[config.mk]
export PLATFORM = sky130hd
export DESIGN_NAME = ex_mem_stage_buf
export DESIGN_NICKNAME = d
export VERILOG_FILES = /design/src/rtl/ex_mem_pkg.sv /design/src/rtl/ex_mem_stage_buf_slot.sv /design/src/rtl/ex_mem_stage_buf.sv
export SDC_FILE = /design/constraint.sdc
export NUM_CORES = 1
export LEC_CHECK = 0
export ABC_AREA = 0
export CORE_ASPECT_RATIO = 0.5
export CORE_UTILIZATION = 45
export CTS_BUF_LIST = sky130_fd_sc_hd__clkbuf_8
export DETAILED_ROUTE_END_ITERATION = 7
export GPL_TIMING_DRIVEN = 0
export PLACE_DENSITY = 0.79
export SYNTH_ARGS = -nofsm -noshare
export SYNTH_HDL_FRONTEND = slang
export SYNTH_SLANG_ARGS = --single-unit
[constraint.sdc]
create_clock -name clk -period 2.4 [get_ports clk]
set_input_delay 0.36 -clock clk [delete_from_list [all_inputs] [get_ports clk]]
set_output_delay 0.36 -clock clk [all_outputs]
set_load 0.03 [all_outputs]
[src/rtl/ex_mem_pkg.sv]
// Shared types and constants for the EX/MEM stage buffer.
package ex_mem_pkg;

  // Bit positions inside each flag set
  localparam int FLAG_Z = 0;
  localparam int FLAG_N = 1;
  localparam int FLAG_V = 2;
  localparam int FLAG_C = 3;

  // Default widths
  localparam int DEF_DATA_W = 64;
  localparam int DEF_RD_W   = 5;
  localparam int DEF_M_W    = 5;
  localparam int DEF_WB_W   = 2;
  localparam int DEF_FLAG_W = 4;
  localparam int DEF_CNT_W  = 8;

  // One stage entry at the default widths; field order matches the flat payload packing
  typedef struct packed {
    logic [DEF_DATA_W-1:0] alu;
    logic [DEF_DATA_W-1:0] wdata;
    logic [DEF_DATA_W-1:0] addr;
    logic [DEF_RD_W-1:0]   rd;
    logic [DEF_M_W-1:0]    m;
    logic [DEF_WB_W-1:0]   wb;
    logic [DEF_FLAG_W-1:0] alu_flags;
    logic [DEF_FLAG_W-1:0] reg_flags;
  } entry_t;

  // Total payload bits for an arbitrary width configuration
  function automatic int entry_width(int data_w, int rd_w, int m_w, int wb_w, int flag_w);
    return 3 * data_w + rd_w + m_w + wb_w + 2 * flag_w;
  endfunction

endpackage

[src/rtl/ex_mem_stage_buf_slot.sv]
// One held entry: valid bit plus payload, with load and clear (clear wins).
module stage_slot
  import ex_mem_pkg::*;
#(
  parameter int W = 8
) (
  input  logic         clk,
  input  logic         rst,
  input  logic         clr,
  input  logic         load,
  input  logic [W-1:0] d,
  output logic         valid,
  output logic [W-1:0] q
);

  logic         valid_d, valid_q;
  logic [W-1:0] data_d, data_q;

  // Next state: clear drops valid but keeps the payload so it can be observed as held data
  always_comb begin
    valid_d = valid_q;
    data_d  = data_q;
    if (clr) begin
      valid_d = 1'b0;
    end else if (load) begin
      valid_d = 1'b1;
      data_d  = d;
    end
  end

  // Entry storage, cleared asynchronously by the active-low reset
  always_ff @(posedge clk or negedge rst) begin
    if (!rst) begin
      valid_q <= 1'b0;
      data_q  <= '0;
    end else begin
      valid_q <= valid_d;
      data_q  <= data_d;
    end
  end

  assign valid = valid_q;
  assign q     = data_q;

endmodule

[src/rtl/ex_mem_stage_buf.sv]
// EX/MEM pipeline stage with valid/ready handshake, optional skid entry,
// synchronous flush and a saturating stall counter.
module ex_mem_stage_buf
  import ex_mem_pkg::*;
#(
  parameter int DATA_W = DEF_DATA_W,
  parameter int RD_W   = DEF_RD_W,
  parameter int M_W    = DEF_M_W,
  parameter int WB_W   = DEF_WB_W,
  parameter int FLAG_W = DEF_FLAG_W,
  parameter int SKID   = 1,
  parameter int CNT_W  = DEF_CNT_W
) (
  input  logic              clk,
  input  logic              rst,
  input  logic              flush,
  input  logic              in_valid,
  output logic              in_ready,
  input  logic [DATA_W-1:0] in_alu,
  input  logic [DATA_W-1:0] in_wdata,
  input  logic [DATA_W-1:0] in_addr,
  input  logic [RD_W-1:0]   in_rd,
  input  logic [M_W-1:0]    in_m,
  input  logic [WB_W-1:0]   in_wb,
  input  logic [FLAG_W-1:0] in_alu_flags,
  input  logic [FLAG_W-1:0] in_reg_flags,
  output logic              out_valid,
  input  logic              out_ready,
  output logic [DATA_W-1:0] out_alu,
  output logic [DATA_W-1:0] out_wdata,
  output logic [DATA_W-1:0] out_addr,
  output logic [RD_W-1:0]   out_rd,
  output logic [M_W-1:0]    out_m,
  output logic [WB_W-1:0]   out_wb,
  output logic [FLAG_W-1:0] out_alu_flags,
  output logic [FLAG_W-1:0] out_reg_flags,
  output logic [CNT_W-1:0]  stall_cnt
);

  localparam int PAY_W = entry_width(DATA_W, RD_W, M_W, WB_W, FLAG_W);

  logic [PAY_W-1:0] in_pay, main_pay, main_d, skid_pay;
  logic             main_valid, main_load, main_clr, skid_valid;
  logic             accept, main_free;
  logic [M_W-1:0]   m_raw;
  logic [WB_W-1:0]  wb_raw;
  logic [CNT_W-1:0] stall_d, stall_q;

  assign in_pay    = {in_alu, in_wdata, in_addr, in_rd, in_m, in_wb, in_alu_flags, in_reg_flags};
  assign accept    = in_valid & in_ready;
  assign main_free = !main_valid | out_ready;

  if (SKID != 0) begin : g_skid
    logic skid_load, skid_clr;

    // Skid only captures when main is blocked; it always empties into main once main frees up
    always_comb begin
      skid_load = !flush & accept & !main_free;
      skid_clr  = flush | main_free;
    end

    stage_slot #(.W(PAY_W)) u_skid (
      .clk(clk), .rst(rst), .clr(skid_clr), .load(skid_load),
      .d(in_pay), .valid(skid_valid), .q(skid_pay)
    );

    // Ready comes straight from the skid flop, so out_ready never reaches in_ready
    assign in_ready = !skid_valid;
  end else begin : g_noskid
    assign skid_valid = 1'b0;
    assign skid_pay   = '0;
    assign in_ready   = !main_valid | out_ready;
  end

  // Main entry refills from skid first to keep FIFO order, otherwise from the input
  always_comb begin
    main_load = 1'b0;
    main_clr  = 1'b0;
    main_d    = in_pay;
    if (flush) begin
      main_clr = 1'b1;
    end else if (main_free) begin
      if (skid_valid) begin
        main_load = 1'b1;
        main_d    = skid_pay;
      end else if (accept) begin
        main_load = 1'b1;
      end else begin
        main_clr = 1'b1;
      end
    end
  end

  stage_slot #(.W(PAY_W)) u_main (
    .clk(clk), .rst(rst), .clr(main_clr), .load(main_load),
    .d(main_d), .valid(main_valid), .q(main_pay)
  );

  // Stall counter: counts held-but-not-taken cycles, sticks at all-ones
  always_comb begin
    stall_d = stall_q;
    if (main_valid && !out_ready && (stall_q != {CNT_W{1'b1}})) stall_d = stall_q + 1'b1;
  end

  // Stall counter register, cleared only by reset
  always_ff @(posedge clk or negedge rst) begin
    if (!rst) stall_q <= '0;
    else      stall_q <= stall_d;
  end

  assign {out_alu, out_wdata, out_addr, out_rd, m_raw, wb_raw, out_alu_flags, out_reg_flags} = main_pay;
  assign out_valid = main_valid;
  assign out_m     = main_valid ? m_raw  : '0;
  assign out_wb    = main_valid ? wb_raw : '0;
  assign stall_cnt = stall_q;

endmodule

==> flow_summary_export.csv, run 1 <==
group,metric,value,unit
placed_design,portBuffers,438,
drt,drc_errors,0,
timing,timing.final.crit_share,0.958,
timing,drv_slew,0,
placed_design,place_area,0.0269,mm^2
floorplanning,coreArea,0.0472,mm^2
timing,fin_crit,2.30,ns
pwr,intPower,15.9,mW
grt,global_route.usage.met2,0.433,
clock_network,cts_setup_buffers,0,
placed_design,place_inst,2994,
flow_run,maxCapViolCount,0,
synth,yosysUniqueCellTypes,31,
setup_path,rr_startpoint,"g_skid.u_skid.valid",
placed_design,place_hpwl,45000,um
clock_network,cts_buffers,66,
finish,area_delta_synth_final,31.2,%
setup_path,rr_endpoint,"u_main.q[115]",
pwr,clkPwrFrac,0.280,
setup_path,rr_worst_depth,7,
floorplanning,rows,56,
grt,antenna_found_initial,19,
drt,drtIter0Drc,1275,
setup_path,cp.required,2.04,ns
pwr,cellPowerDensity,806,mW/mm^2
finish,stdcell_area,0.0284,mm^2
synth,avgSynthCellArea,11.3,um^2
drt,post_drt_wl_per_cell,20.6,um
timing,setup_viol,0,
clock_network,cts.sinks,434,
clock_network,ctsHtreeMaxLevel,3,
grt,gr-usage-met3,0.0329,
synth,yosysWarnings,0,
pwr,swShare,0.304,
synth,synth_cells,1914,
setup_path,worstPathArrival,1.94,ns
synth,synth_top_area_frac,0.502,
drt,vias,16900,
drt,routed_wl,64400,um
floorplanning,die_w,312,um
pwr,power,22.9,mW
clock_network,clkTransAtPathRegs,0.07,ns
pwr,seq_power_share,0.423,
clock_network,root_buffer,"clkbuf_8",
drt,postRouteAntennaNets,0,
synth,syn_area,0.0216,mm^2
finish,drive_above_1_share,0.239,
clock_network,clockBufferDepth,3,
pwr,p_leak,12.9,nW
timing,finClkSkew,0.0206,ns
timing,hold_violations,0,
grt,grt_max_degree,124,
grt,grt_busiest_layer,"met2",
floorplanning,io_pins,439,
timing,worst_slew_pin_slew,0.919,ns
floorplanning,die_h,157,um
pwr,peakVddDrop,0.000369,V
placed_design,gp_congestion,0.860,
setup_path,startpoint_type,"flop",
setup_path,cp-end-kind,"output pin",
grt,grt_pass1_wl,98300,um
floorplanning,die-area,0.0490,mm^2
floorplanning,start_util,0.459,
clock_network,clk_latency,0.62,ns
finish,num-nets-final,2641,
grt,overflow,0,
synth,synth.yosys.seq_area_share,0.502,
setup_path,crit_type,"flop to output pin",
pwr,power_switching,6.96,mW
synth,synth_seq_cells,434,
finish,fillCellCount,3768,
drt,via_per_inst,5.41,
setup_path,worstPathMaxFanout,10,
grt,grt_pass1_vias,17200,
finish,instances_no_fill,3128,
grt,grt_use_total,0.256,
timing,fmax,435,MHz
drt,firstDrtPassIters,5,
grt,grt_use_met1,0.310,
timing,slew_headroom,0.387,
synth,synth.net_count,2132,
status,outcome,"complete, no violations",
setup_path,r2r_slack,0.11,ns
finish,fin_util,0.602,
synth,yosysTopAreaCell,"dfrtp_1",
synth,synth_area_leaders,"dfrtp_1 (50%), mux2_4 (12%), o2111ai_1 (8.6%), buf_4 (7.2%), nand2b_1 (6.2%)",
clock_network,cts_tree,"done",
hold_path,hold_class,"input pin to async pin",
pwr,combPwrFrac,0.297,
timing,rsz0062_at_grt,"no",
==> final cells by class <==
type,count,area [um^2],share of cell area
timing repair buffer,443,4510,0.159
multi-input combinational,1107,8420,0.297
buffer,369,2370,0.0836
inverter,2,7.51,0.000265
antenna,22,55.1,0.00194
tap,638,798,0.0281
sequential,434,10900,0.383
clock buffer,88,1210,0.0427
clock inverter,25,130,0.00459
==> cells in the final DEF (no fill, tap or decap), types with 3 or more instances in the layout <==
master and n:
nor2_1 4, clkbuf_2 36, buf_6 21, buf_4 206
o21ai_0 213, clkinv_2 5, inv_1 20, buf_2 8
and2_1 7, o2111ai_1 212, clkbuf_1 95, mux2_2 37
buf_1 3, nand3_1 3, diode_2 22, buf_16 4
clkdlybuf4s50_1 436, nand2_1 216, mux2_4 180, a21oi_1 4
clkbuf_8 88, dfrtp_1 433, nand2b_1 214
==> power by group through the flow <==
stage          logic (mW)  registers (mW)  clock network [mW]
3_5_place_dp         6.78            9.74                   0
4_1_cts              6.80            9.65                6.50
5_1_grt              7.16            9.84                6.81
3_3_place_gp         6.63            9.73                   0
2_1_floorplan        4.35            9.57                   0
6_report             6.80            9.68                6.40
==> stage by stage <==
stage                     worst slack, ns  hold WS, ns  setup TNS [ns]
after global routing              0.00640        0.195               0
after detailed placement           -0.418        0.253          -53.28
after CTS                          0.0311        0.152               0
final                               0.101        0.197               0
after floorplan                     0.544       0.0644               0
after global placement             -18.44        0.478        -8026.34
==> synth_stat cells <==
library cell	n
o2111ai_1	212
nor2_1	4
xnor2_1	1
buf_4	206
a41oi_1	1
o21ai_0	213
o21ba_2	1
and2_1	7
and3_1	1
buf_6	21
clkbuf_1	112
a211oi_1	2
nand3_1	3
buf_1	24
nand2b_1	214
mux2_2	37
a21oi_1	4
inv_1	2
ha_1	1
nor2b_1	1
buf_2	8
nand3_4	1
o31ai_1	1
nand2_1	216
nand4_1	2
and2b_1	1
mux2_4	180
o21bai_1	1
nor3_1	2
and4_1	1
dfrtp_1	434
==> sequential cells by signal, indices dropped and copies added (netlist names) <==
| signal | flops |
|---|---|
| g_skid.u_skid.q | 212 |
| stall_cnt | 8 |
| g_skid.u_skid.valid | 1 |
| u_main.valid | 1 |
| u_main.q | 212 |
==> worst max path at each step <==
stage                        start              endpoint  slack, ns  depth (start not counted)
2_1_floorplan         u_main.valid  g_skid.u_skid.q[100]       0.54                          7
3_3_place_gp                   rst  g_skid.u_skid.q[197]     -18.44                          1
3_5_place_dp              in_valid          u_main.q[72]      -0.42                          6
4_1_cts        g_skid.u_skid.valid          u_main.q[71]       0.03                          7
5_1_grt               u_main.valid              out_m[3]      0.006                          2
6_report              u_main.valid             out_wb[0]       0.10                          2
==> cells by family (layout without fill, tap and decap cells) <==
kind of cell,count (synthesis),count (layout),share of synthesized area
xor gates and xnor gates,1,1,0.000405
DFF,434,434,0.502
AOI/OAI and AO/OA,435,435,0.138
adders and majority gates,1,1,0.000578
other,0,22,0
buffers and inverters,373,927,0.108
muxes,217,217,0.144
and+or+nand+nor,453,453,0.106
==> worst max-delay path, cell delays in order, from the launching register on <==
cell and delay [ns]:
dfrtp_2 0.49, and2_1 0.17, clkdlybuf4s50_1 0.66
==> metal layers <==
| layer | vias to the layer above | share of wire |
|---|---|---|
| met1 | 8613 | 0.40 |
| li1 | 7633 | - |
| met3 | 197 | 0.034 |
| met4 | 0 | 0.061 |
| met5 | - | 0 |
| met2 | 487 | 0.51 |
==> what timing repair did <==
action	CTS	global route
hold buffers	1	0
resized for setup	2	52
hold endpoints to repair	66	0
endpoints found under the setup margin	57	158
(Power assumes the default switching activity.)
==> run 2: changes to the inputs <==
--- a/config.mk
+++ b/config.mk
@@ -12,6 +12,7 @@
 export DETAILED_ROUTE_END_ITERATION = 7
 export GPL_TIMING_DRIVEN = 0
 export PLACE_DENSITY = 0.79
+export SLEW_MARGIN = 20
 export SYNTH_ARGS = -nofsm -noshare
 export SYNTH_HDL_FRONTEND = slang
 export SYNTH_SLANG_ARGS = --single-unit
==> flow_summary_export.csv, run 2 (synthesis gave the netlist of run 1 again) <==
group,metric,value,unit
status,outcome,"complete, no violations",
timing,setup_ws,0.0603,ns
timing,rsz0062_at_grt,"yes",
timing,drv_slew,0,
grt,grt_use_total,0.255,
drt,via_per_inst,5.40,
hold_path,hold_class,"input pin to async pin",
clock_network,cts_buffers,67,
setup_path,startpoint_type,"flop",
clock_network,cts_tree,"done",
clock_network,clk_latency,0.64,ns
finish,num-nets-final,2643,
grt,antenna_found_initial,22,
placed_design,place_ws,-0.419,ns
timing,fin_crit,2.34,ns
setup_path,worstPathArrival,2.89,ns
drt,routed_wl,64200,um
timing,fmax,427,MHz
flow_run,maxCapViolCount,0,
setup_path,cp-end-kind,"flop",
grt,grt_pass1_vias,17100,
finish,area_delta_synth_final,30.9,%
timing,timing.final.crit_share,0.975,
placed_design,place_inst,2995,
floorplanning,coreArea,0.0472,mm^2
setup_path,rr_worst_depth,7,
floorplanning,die_w,312,um
drt,post_drt_wl_per_cell,20.5,um
grt,grt_pass1_wl,97800,um
floorplanning,io_pins,439,
placed_design,place_hpwl,44900,um
setup_path,cp.required,2.95,ns
placed_design,gp_congestion,0.860,
floorplanning,rows,56,
grt,grt_max_degree,95,
floorplanning,start_util,0.459,
finish,drive_above_1_share,0.236,
clock_network,root_buffer,"clkbuf_8",
timing,finClkSkew,0.0303,ns
setup_path,cp_top_family,"buffers and inverters",
pwr,cellPowerDensity,796,mW/mm^2
drt,drc_errors,0,
timing,hold_violations,0,
timing,worst_slew_pin_slew,0.903,ns
floorplanning,die_h,157,um
finish,instances_no_fill,3129,
floorplanning,die-area,0.0490,mm^2
drt,vias,16900,
clock_network,ctsHtreeMaxLevel,3,
setup_path,crit_type,"flop to flop",
setup_path,crit_chain,"buf_2 > o21ba_2 > clkbuf_1 > buf_2 > clkbuf_1 > o2111ai_1 > nand2_1",
clock_network,clkTransAtPathRegs,0.07,ns
setup_path,critical-path-max-stage-delay,0.45,ns
finish,final_cell_mix,"clkdlybuf4s50_1 (435), dfrtp_1 (433), nand2_1 (216), nand2b_1 (214), o21ai_0 (213)",
timing,setup_viol,0,
pwr,peakVddDrop,0.000345,V
timing,slew_headroom,0.398,
drt,firstDrtPassIters,5,
setup_path,cp.depth,7,
grt,overflow,0,
pwr,p_leak,12.9,nW
setup_path,worstPathMaxFanout,19,
clock_network,clockBufferDepth,3,
drt,drtIter0Drc,1325,
setup_path,worst-path-buf-inv,4,
setup_path,crit_slowest_cell,"clkbuf_1",
clock_network,cts.sinks,434,
finish,layout_commonest_cell,"clkdlybuf4s50_1",
placed_design,portBuffers,438,
drt,postRouteAntennaNets,0,
pwr,power,22.5,mW
## run 2: changes by cell type in the layout (fill, tap and decap cells not counted), moves of 2 or more
cell | before | now
buf_1 | 3 | 6
clkbuf_1 | 95 | 97
clkbuf_2 | 36 | 31
clkbuf_8 | 88 | 80
clkinvlp_4 | 1 | 5
diode_2 | 22 | 24
inv_1 | 20 | 23
## run 2: path summary, 6_finish.rpt
path                            slack [ns]           startpoint                    to
worst max-delay path                  0.06  g_skid.u_skid.valid         u_main.q[126]
worst min register to register        0.50         u_main.q[74]          u_main.q[74]
worst max register to register        0.06  g_skid.u_skid.valid         u_main.q[126]
worst min-delay path                  0.30                  rst          u_main.q[53]
max in group asynchronous             0.86                  rst  g_skid.u_skid.q[152]
min in group clk                      0.36          in_addr[21]   g_skid.u_skid.q[41]
## run 2: where the power goes
group / total [mW] / switching [mW] / leakage (nW) / internal [mW]
clock: 6.05 / 3.03 / 0.708 / 3.01
combinational: 6.80 / 3.10 / 6.83 / 3.70
sequential: 9.68 / 0.829 / 5.35 / 8.85
## run 2: what timing repair did
action	CTS	global route
setup buffers	0	0
hold buffers	1	0
setup endpoints to repair	43	162
endpoints found under the hold margin	64	0
gates resized for setup	2	47
## run 2: metal layers
| layer | track usage | vias to the layer above | wire length [um] |
|---|---|---|---|
| li1 | - | 7646 | - |
| met1 | 0.311 | 8556 | 25600 |
| met2 | 0.427 | 487 | 32400 |
| met3 | 0.0333 | 202 | 2160 |
| met4 | 0.173 | 0 | 4020 |
| met5 | 0 | - | 0 |
## run 2: metrics by stage
stage	setup TNS (ns)	hold slack [ns]	util	cell area, um^2
floorplan	0	0.0644	-	21600
global placement	-8026.34	0.478	0.569	26800
detailed placement	-52.73	0.361	0.572	27000
CTS	0	0.261	0.598	28200
global route	-0.310	0.332	0.600	28300
finish	0	0.296	0.600	28300
## run 2: cell type report
cell class                 instances  area, um^2
antenna                           24        60.1
buffer                           369        2360
clock buffer                      80        1100
clock inverter                    31         145
fill                            3717       18900
inverter                           2        7.51
multi-input combinational       1107        8420
sequential                       434       10900
tap                              638         798
timing repair buffer             444        4540
## run 2: worst register-to-register path, delay by kind of cell (launching register included)
family	cells	cell delay [ns]
buffers and inverters	4	1.39
flip-flops	1	0.34
AND/OR/NAND/NOR	1	0.12
AO/OA/AOI/OAI	2	0.41
